[src/rtl/hit_judge.sv]
`timescale 1ns/1ps
// hit_judge: judges one-hot LED rounds against debounced player switches and keeps scores.
// Define HIT_STREAK_EN to enable the consecutive-hit streak and its bonus scoring.
module hit_judge #(
  parameter int NUM_LEDS        = 8,
  parameter int WINDOW_CYCLES   = 50_000_000,
  parameter int DEBOUNCE_CYCLES = 500_000,
  parameter int TIME_W          = 30,
  parameter int TOKEN_W         = 8,
  parameter int SCORE_W         = 8
) (
  input  logic                clk,
  input  logic                rst,
  input  logic [NUM_LEDS-1:0] led_in,
  input  logic [NUM_LEDS-1:0] sw_in,
  output logic [TOKEN_W-1:0]  token,
  output logic                token_valid,
  output logic                hit,
  output logic                miss,
  output logic [TIME_W-1:0]   reaction_time,
  output logic [SCORE_W-1:0]  hit_count,
  output logic [SCORE_W-1:0]  miss_count,
  output logic [3:0]          streak,
  output logic                busy
);

  localparam int DB_W = (DEBOUNCE_CYCLES > 1) ? $clog2(DEBOUNCE_CYCLES) : 1;
  localparam logic [DB_W-1:0]    DB_LAST   = DB_W'(DEBOUNCE_CYCLES - 1);
  localparam logic [TIME_W-1:0]  WIN_LAST  = TIME_W'(WINDOW_CYCLES - 1);
  localparam logic [SCORE_W-1:0] SCORE_MAX = '1;

  typedef enum logic [1:0] {IDLE, ARMED, REPORT, WAIT_CLEAR} state_t;
  state_t state, state_next;

  logic [NUM_LEDS-1:0] sync1, sync2, deb, flip;
  logic [DB_W-1:0]     db_cnt [NUM_LEDS];

  logic [NUM_LEDS-1:0] target;
  logic [TIME_W-1:0]   counter;
  logic                verdict_hit;
  logic                led_onehot, target_flip, other_flip, give_up, decide, round_hit;
  logic [SCORE_W:0]    hit_sum;
  logic [SCORE_W-1:0]  hit_next;

  // A switch is accepted only once its synced level has differed from the
  // debounced level for DEBOUNCE_CYCLES consecutive cycles; any bounce back restarts.
  always_ff @(posedge clk or posedge rst) begin
    if (rst) begin
      sync1 <= '0;
      sync2 <= '0;
      deb   <= '0;
      flip  <= '0;
      for (int i = 0; i < NUM_LEDS; i++) db_cnt[i] <= '0;
    end else begin
      sync1 <= sw_in;
      sync2 <= sync1;
      for (int i = 0; i < NUM_LEDS; i++) begin
        flip[i] <= 1'b0;
        if (sync2[i] == deb[i]) begin
          db_cnt[i] <= '0;
        end else if (db_cnt[i] == DB_LAST) begin
          deb[i]    <= sync2[i];
          flip[i]   <= 1'b1;
          db_cnt[i] <= '0;
        end else begin
          db_cnt[i] <= db_cnt[i] + DB_W'(1);
        end
      end
    end
  end

  assign led_onehot  = (led_in != '0) && ((led_in & (led_in - NUM_LEDS'(1))) == '0);
  assign target_flip = |(flip & target);
  assign other_flip  = |(flip & ~target);
  assign give_up     = (counter == WIN_LAST) || (led_in == '0);
  assign decide      = (state == ARMED) && (target_flip || other_flip || give_up);
  assign round_hit   = target_flip && !other_flip;

  always_ff @(posedge clk or posedge rst) begin
    if (rst) state <= IDLE;
    else     state <= state_next;
  end

  always_comb begin
    state_next = state;
    case (state)
      IDLE:       if (led_onehot) state_next = ARMED;
      ARMED:      if (decide) state_next = REPORT;
      REPORT:     state_next = WAIT_CLEAR;
      WAIT_CLEAR: if (led_in == '0) state_next = IDLE;
      default:    state_next = IDLE;
    endcase
  end

  always_comb begin
    hit         = 1'b0;
    miss        = 1'b0;
    token_valid = 1'b0;
    busy        = (state != IDLE);
    if (state == REPORT) begin
      token_valid = 1'b1;
      hit         = verdict_hit;
      miss        = !verdict_hit;
    end
  end

`ifdef HIT_STREAK_EN
  logic [3:0] streak_r;

  assign hit_sum = {1'b0, hit_count} +
                   ((streak_r >= 4'd3) ? (SCORE_W+1)'(2) : (SCORE_W+1)'(1));
  assign streak  = streak_r;

  always_ff @(posedge clk or posedge rst) begin
    if (rst) begin
      streak_r <= '0;
    end else if (decide) begin
      if (!round_hit)             streak_r <= '0;
      else if (streak_r != 4'd15) streak_r <= streak_r + 4'd1;
    end
  end
`else
  assign hit_sum = {1'b0, hit_count} + (SCORE_W+1)'(1);
  assign streak  = '0;
`endif

  assign hit_next = (hit_sum > {1'b0, SCORE_MAX}) ? SCORE_MAX : hit_sum[SCORE_W-1:0];

  // Verdict, timing and scores are all captured on the deciding edge so they
  // appear together with the REPORT pulse.
  always_ff @(posedge clk or posedge rst) begin
    if (rst) begin
      target        <= '0;
      counter       <= '0;
      verdict_hit   <= 1'b0;
      reaction_time <= '0;
      token         <= '0;
      hit_count     <= '0;
      miss_count    <= '0;
    end else if (state == IDLE) begin
      if (led_onehot) begin
        target  <= led_in;
        counter <= '0;
      end
    end else if (state == ARMED) begin
      if (decide) begin
        verdict_hit   <= round_hit;
        reaction_time <= counter;
        token         <= counter[TOKEN_W-1:0];
        if (round_hit)                    hit_count  <= hit_next;
        else if (miss_count != SCORE_MAX) miss_count <= miss_count + SCORE_W'(1);
      end else begin
        counter <= counter + TIME_W'(1);
      end
    end
  end

endmodule

[config.mk]
export PLATFORM = sky130hd
export DESIGN_NAME = hit_judge
export DESIGN_NICKNAME = d
export VERILOG_FILES = /design/src/rtl/hit_judge.sv
export SDC_FILE = /design/constraint.sdc
export NUM_CORES = 1
export LEC_CHECK = 0
export BUFFER_PORTS_ARGS = -buffer_cell sky130_fd_sc_hd__buf_2
export CAP_MARGIN = 20
export CELL_PAD_IN_SITES_DETAIL_PLACEMENT = 1
export CELL_PAD_IN_SITES_GLOBAL_PLACEMENT = 2
export CORE_MARGIN = 8
export CORE_UTILIZATION = 40
export CTS_CLUSTER_DIAMETER = 80
export DETAILED_ROUTE_END_ITERATION = 8
export PLACE_DENSITY = 0.89
export SETUP_SLACK_MARGIN = 0.05
export SLEW_MARGIN = 20
export SYNTH_ARGS = -nofsm -noshare
export SYNTH_HDL_FRONTEND = slang
export SYNTH_SLANG_ARGS = --single-unit
[constraint.sdc]
create_clock -name clk -period 11.2 [get_ports clk]
set_input_delay 1.68 -clock clk [delete_from_list [all_inputs] [get_ports clk]]
set_output_delay 1.68 -clock clk [all_outputs]
set_load 0.05 [all_outputs]
==> reports/summary.md, run 1 <==
The first-pass iteration count of the detailed router is 4, and the number of pins exceeding their max-slew limit in the final report is 0. The clock arrives with 31.2 ps of skew. Post-layout worst setup margin: 6810 ps.

Counting instances in the post-synthesis netlist gives the leading cell types as dfrtp_1 (271), nor2_1 (188), nand2_1 (93), xor2_1 (81), xnor2_1 (65). The minimum clock period after layout is 4390 ps. The most used flip-flop cell after synthesis is dfrtp_1. Setup total negative slack on the finished layout was measured at 0 ps. The worst hold path was traced through 0 stages. After the first detailed-routing iteration, the DRC count stood at 383.

The per-cell via count in the routed design was 5.39; the clock insertion delay at the later pin of the skew report was 570 ps. Summing every instance area after synthesis gives 0.0128 mm². The run gives 54 as the number of distinct standard cells referenced by the synthesized netlist. STA classifies the critical path endpoint as an output port.

For this run, design rule violations remaining after detail routing come to 0. After synthesis the netlist holds a flip-flop and latch count of 271. The wire length on met3 is 1210 µm, and the count of input and output buffers is 75. The initial utilization of the core area, before any placement, comes to 40.5%. The logs give 1718 for the final instance count without filler cells and 15.3% for the aggregate global-route resource usage. The worst slack at placement came out at 6860 ps. Summed over all layers, the global routing overflow is 0. The relative slew slack is 26.0%. TritonCTS built the clock tree. The run finished with clean final reports. The floorplan step defined a die boundary enclosing 0.0379 mm². Cells fill 46.3% of the core in the end.

The net count of the finished layout was 1324. At the worst endpoint, the arrival time is 2710 ps. For the leakage power summed over all cells, the log shows 6.70 nW. Setup repair after global routing left no endpoint under its margin. The cell count after synthesis came out at 1223. STA puts the critical path data required time at 9520 ps. The logs give 126 for the maximum number of pins on one net before global-route repair and 3 for the buffer depth of the longest clock path.

Width of the die: 195 µm. The logs give 0.228 GHz for the highest attainable clock frequency and 3443 for the number of filler instances in the final layout. At the pin with the least slew margin, the transition time is 1110 ps.

The vertical die dimension was 195 µm; the count of instances resized after the clock tree is built was 0. The final weighted congestion in routability-driven placement was 0.747; the number of rows created at floorplan was 65. The logs give 1658 for the number of placed instances, taps included and 0 for the max-capacitance violation count. The tools report the initial antenna violation count as 1. The type of the most critical hold path was reg -> reg.

For the core region area, the log shows 0.0315 mm². IR analysis of the VDD net gives a maximum drop of 0.123 mV. Each instance of the synthesized netlist takes up on average 10.4 µm².

For this design the ratio of total power to cell area is 163 mW/mm². The top cell type by area accounts for 53.1% of the synthesized area. The final routed wirelength across all metal layers is 28900 µm, and the final routed wire length divided by cell count is 16.8 µm.

Along the worst path, the maximum fanout reaches 27. The final critical path takes up 39.2% of the cycle. During synthesis, Yosys emitted a total of 0 warnings. Highest layer used for signal routing: met4.

Critical path class: reg -> out. The level count of the clock H-tree is 1. The number of nets with antenna violations after detailed routing is 0. The run gives 31 as the CTS buffer count. Final hold analysis gives a worst-case slack of 347 ps. Setup violations remaining at the end of the flow were counted as 0.

The number of hold violations in the final report came out at 0. After detailed routing, the wire length on met1 is 13000 µm. The clock transition time at the flip-flop clock pins of the worst setup and hold paths is 60 ps. The run gives 9254 as the total via count after detailed routing.

The number of setup buffers added after CTS is 0, and the area added between synthesis and finish is 14.3%. Summing the sequential cell areas from Yosys gives 53.1% of the chip area. Most repeated cell in the gate-level netlist after synthesis: dfrtp_1. The depth of the worst register-to-register path works out to 8.

The cell type with the highest aggregate area in the netlist was dfrtp_1. In the synthesized netlist the async set-or-reset flop fraction comes to 100%. Summed over all nets, wire length on met2 after detailed routing comes to 14100 µm. The count of flip-flops with a built-in enable after synthesis is 0. CTS placed an instance of clkbuf_16 at the clock tree root. The number of global-route vias before repair is 10017, and the count of clock tree sinks is 271. By area the synthesized netlist is led by dfrtp_1 (53%), xor2_1 (5.6%), nor2_1 (5.5%), mux2_2 (4.6%), xnor2_1 (4.5%). The total of hold buffers inserted after clock tree synthesis was 0; the boundary pin count was 80. The first global-routing pass estimated 49900 µm of wire. The share of post-route cells with drive strength above 1 came out at 15.7%. The HPWL after detailed placement is 19700 µm.

STA classifies the critical path startpoint as a flop.
==> state kept, by name, summed over array words and instances (netlist names) <==
signal	cells
db_cnt	152
counter	30
reaction_time	23
deb	8
flip	8
hit_count	8
miss_count	8
sync1	8
sync2	8
target	8
token	7
state	2
verdict_hit	1
==> critical path, stage by stage, from the launching register on <==
cell	delay, ps
dfrtp_1	410
inv_1	100
ha_1	900
inv_1	390
buf_2	330
==> cell usage in the layout (no fill, tap or decap), types with 24 or more instances in the layout <==
master	netlist	layout
a31oi_1	39	39
buf_2	5	75
clkbuf_16	0	31
dfrtp_1	271	271
xnor2_1	65	65
and3_1	24	24
nor2_1	188	188
xor2_1	81	81
nand4_1	39	39
nand2_1	93	93
nand3_1	60	60
and4_1	24	24
mux2_2	52	52
nor3_1	27	27
==> per-layer routing <==
layer	track usage [%]	up-vias
met5	0	-
met4	4.19	0
li1	-	4407
met2	26.3	126
met3	2.80	34
met1	19.6	4687
==> worst paths after layout <==
check | startpoint | endpoint | slack, ps
min | sync1[7]$_DFF_PP0_ | sync2[7]$_DFF_PP0_ | 350
max in group asynchronous | rst | target[2]$_DFFE_PP0P_ | 8520
min in group asynchronous | rst | deb[1]$_DFFE_PP0P_ | 1290
min reg2reg | sync1[7]$_DFF_PP0_ | sync2[7]$_DFF_PP0_ | 350
max reg2reg | state[0]$_DFFE_PP0P_ | counter[10]$_DFFE_PP0P_ | 7690
max | state[0]$_DFFE_PP0P_ | busy | 6810
==> stage by stage <==
| step | instance area (µm²) | total power, mW |
|---|---|---|
| floorplan | 12800 | 1.29 |
| global placement | 13500 | 1.35 |
| detailed placement | 13500 | 1.36 |
| CTS | 14600 | 2.42 |
| global route | 14600 | 2.49 |
| finish | 14600 | 2.38 |
==> where the power goes <==
group	leakage (nW)	internal, mW	switching [mW]	total (mW)
clock network	0.536	0.635	0.405	1.04
registers	3.71	1.02	0.0422	1.06
logic	2.46	0.0985	0.186	0.285
==> layout make-up <==
cell class	count	area, µm²	area share [%]
flip-flops and latches	271	6780	46.5
multi-input cells	884	5690	39.0
clock buffers	48	960	6.58
well taps	402	503	3.45
repair buffers	81	440	3.02
clock inverters	10	121	0.832
inverters	21	86.3	0.592
diodes	1	2.50	0.0172
==> cell families after synthesis <==
group / Yosys count / synth area share (%)
fa+ha+maj: 17 / 1.65
buf+inv: 71 / 2.49
compound gates: 109 / 5.86
other cells: 1 / 0.0294
flops: 271 / 53.1
xor+xnor: 146 / 10.0
mux: 56 / 4.91
simple gates: 552 / 21.9
No activity file was read; power rests on OpenSTA's default activity.
==> run 2, diff against run 1 <==
==> constraint.sdc (replaced) <==
create_clock -name clk -period 4.1 [get_ports clk]
set_input_delay 0.615 -clock clk [delete_from_list [all_inputs] [get_ports clk]]
set_output_delay 0.615 -clock clk [all_outputs]
set_load 0.05 [all_outputs]
==> reports/summary.md, run 2 (same netlist as run 1, synthesis figures left out) <==
The dominant cell type by count on the critical path was nor4_4. The number of global-route vias before repair is 10048 (+0.31%). The count of instances resized after the clock tree is built is 0 (unchanged), and the vertical die dimension is 195 µm (unchanged). The final setup violation count is 0 (unchanged).

Ranked by flip-flop count, first place goes to db_cnt. The net switching power was 1.71 mW (+170%); the violation count after the first detailed-route iteration was 431 (+13%). The logs give 960 ps (-6730 ps) for the reg-to-reg setup timing slack and 9297 (+0.46%) for the total via count after detailed routing.

Flip-flop count of the largest register after layout: 152 (unchanged). Most common cell after layout, fill and taps aside: dfrtp_1. The switching power share of the total is 26.6% (about the same). The run gives 3499 (+1.6%) as the number of filler instances in the final layout. The register area came out at 0.00678 mm² (unchanged).

The part of the power in combinational logic is 12.2% (+0.3 points), and the final weighted congestion in routability-driven placement is 0.759 (+1.6%). The width of the die was 195 µm (unchanged); the slew of the pin with the lowest slew margin was 959 ps (-151 ps). The run gives 0 (unchanged) as the number of hold violations in the final report. The per-cell via count in the routed design was 5.42 (+0.64%); the aggregate global-route resource usage was 15.7% (+0.38 points). The logs give 44.9% (+0.5 points) for the portion of total power attributed to sequential cells and 6.11 ps (-25.1 ps) for the worst clock skew on the final layout.

The worst setup path is launched from a flop. The run gives 42.9% (-0.7 points) as the clock network fraction of total power. Setup repair after global routing left no endpoint under its margin. The critical path goes through or4b_1 -> or4_1 -> nor4_4 -> nor4_4 -> nand2b_1 -> a31oi_1. For the count of clock tree sinks, the log shows 271 (unchanged). The run finished with clean final reports.

The leakage power summed over all cells was 6.67 nW (-0.47%); the longest individual stage delay on the worst path was 610 ps (-290 ps). The count of input and output buffers works out to 75 (unchanged). The cell-internal power is 4.74 mW (+170%). The final routed wire length divided by cell count was 17.3 µm (+2.9%).

The share of post-route cells with drive strength above 1 came out at 15.4% (-0.36 points). The library cells used most frequently in the layout, excluding fill and tap cells, are dfrtp_1 (271), nor2_1 (188), nand2_1 (93). The number of placed instances, taps included was 1661 (+0.18%). The tools report the HPWL reported at the end of detailed placement as 20000 µm (+1.4%). The first-pass iteration count of the detailed router came out at 4 (unchanged). The worst register-to-register path ends at counter[21]$_DFFE_PP0P_. The CTS buffer count is 30 (-3.2%), and the depth of the worst register-to-register path is 6 (-2). Biggest fanout along the worst timing path: 20 (-26%).

The tools report the max-capacitance violation count as 0 (unchanged). Critical path class: reg -> reg. The worst path arrival time was 3590 ps (+880 ps).

The tools report the net count of the finished layout as 1325 (+0.076%). The initial core utilization was 40.5% (unchanged); the number of nets with antenna violations after detailed routing was 0 (unchanged). The global-route wire length before repair was 51200 µm (+2.6%). The clock insertion delay at the later pin of the skew report is 550 ps (-20 ps).

The clock transition time at the flip-flop clock pins of the worst setup and hold paths came out at 60 ps (about the same). The run gives 1 (unchanged) as the level count of the clock H-tree. Total negative slack for setup checks: 0 ps (unchanged).

TritonCTS built the clock tree. The number of buffer and inverter instances along the worst setup path is 0 (-3). The run gives 0.318 mV (+160%) as the worst supply voltage drop on vdd. The tools report the sort of element at the end of the critical path as a flop.

For this design, the slowest cell found on the critical path is nand2b_1. The final instance count without filler cells was 1715 (-0.17%); the total of hold buffers inserted after clock tree synthesis was 0 (unchanged). The final critical-path share of the clock period is 76.6%.

The remaining routing DRC violations came out at 0 (unchanged). The tools report the CTS root buffer as clkbuf_16. The required time of the critical path was 4550 ps (-4970 ps); the initial antenna violation count was 0 (-1).

The total power of the final layout was 6.46 mW (+170%). For the buffer depth of the longest clock path, the log shows 3 (unchanged). Launch instance of the worst register-to-register path: counter[16]$_DFFE_PP0P_. The run gives 80 (unchanged) as the boundary pin count.

The total power divided by cell area is 445 mW/mm² (+170%), and the number of rows created at floorplan is 65 (unchanged). Kind of cell adding the most delay to the critical path: simple AND/OR/NAND/NOR gates. The relative slew slack is 35.6% (+9.5 points).

The area used by multi-input combinational logic was 0.00569 mm² (unchanged); the number of pins exceeding their max-slew limit in the final report was 0 (unchanged). The maximum number of pins on one net before global-route repair is 100 (-21%). Core region area: 0.0315 mm² (unchanged).

The largest registers in the layout are db_cnt (152), counter (30), reaction_time (23). Relative to the synthesized area, the layout overhead comes to 13.8%. The run gives 0 (unchanged) as the leftover overflow at the end of global routing.

For the final routed wirelength across all metal layers, the log shows 29700 µm (+2.7%). In this run the worst hold path is classified as in -> async. The tools report the highest attainable clock frequency as 0.318 GHz. The minimum clock period after layout works out to 3140 ps. The floorplan die area is 0.0379 mm² (unchanged). The number of setup buffers added after CTS is 0 (unchanged), and the number of antenna diodes is 0 (-1).
run 2: power groups by stage:
| stage | Combinational [mW] | Sequential [mW] | Clock (mW) |
|---|---|---|---|
| global placement | 0.749 | 2.93 | 0 |
| floorplan | 0.602 | 2.91 | 0 |
| finish | 0.790 | 2.90 | 2.77 |
| global route | 0.876 | 2.91 | 2.96 |
| detailed placement | 0.780 | 2.94 | 0 |
| CTS | 0.796 | 2.90 | 2.86 |
run 2: cell type report:
cell class              count  area share [%]
multi-input cells         884            39.2
repair buffers             83            3.09
clock inverters            11            1.07
clock buffers              43            5.93
inverters                  21           0.569
flip-flops and latches    271            46.7
well taps                 402            3.46
run 2: worst reg2reg max path, stage by stage (launching register included):
cell and delay (ps):
dfrtp_1 450, or4b_1 530, or4_1 530, nor4_4 410
nor4_4 100, nand2b_1 610, a31oi_1 400
run 2: how the worst max path moves through the flow:
stage,from,end,slack (ps),depth (start not counted)
final,counter[16]$_DFFE_PP0P_,counter[21]$_DFFE_PP0P_,960,6
after global routing,counter[16]$_DFFE_PP0P_,counter[21]$_DFFE_PP0P_,730,6
after CTS,counter[16]$_DFFE_PP0P_,counter[21]$_DFFE_PP0P_,940,6
after detailed placement,counter[16]$_DFFE_PP0P_,counter[21]$_DFFE_PP0P_,950,6
after global placement,counter[16]$_DFFE_PP0P_,counter[5]$_DFFE_PP0P_,1100,6
after floorplan,rst,counter[0]$_DFFE_PP0P_,-100,1
run 2: through the flow:
step	worst slack, ps	utilization (%)	hold slack [ps]	cell area [µm²]
CTS	943	46.1	69.6	14500
finish	958	46.1	88.3	14500
detailed placement	954	42.9	336	13500
global placement	1100	42.9	334	13500
global route	735	46.1	92.5	14500
floorplan	-96.4	-	331	12800
run 2: per-layer routing:
| metal | up-vias | GRT usage [%] | part of all wire (%) | wire [µm] |
|---|---|---|---|---|
| li1 | 4393 | - | - | - |
| met1 | 4726 | 20.3 | 46 | 13500 |
| met2 | 135 | 26.7 | 49 | 14400 |
| met3 | 43 | 2.68 | 3.9 | 1160 |
| met4 | 0 | 4.67 | 1.9 | 573 |
| met5 | - | 0 | 0 | 0 |
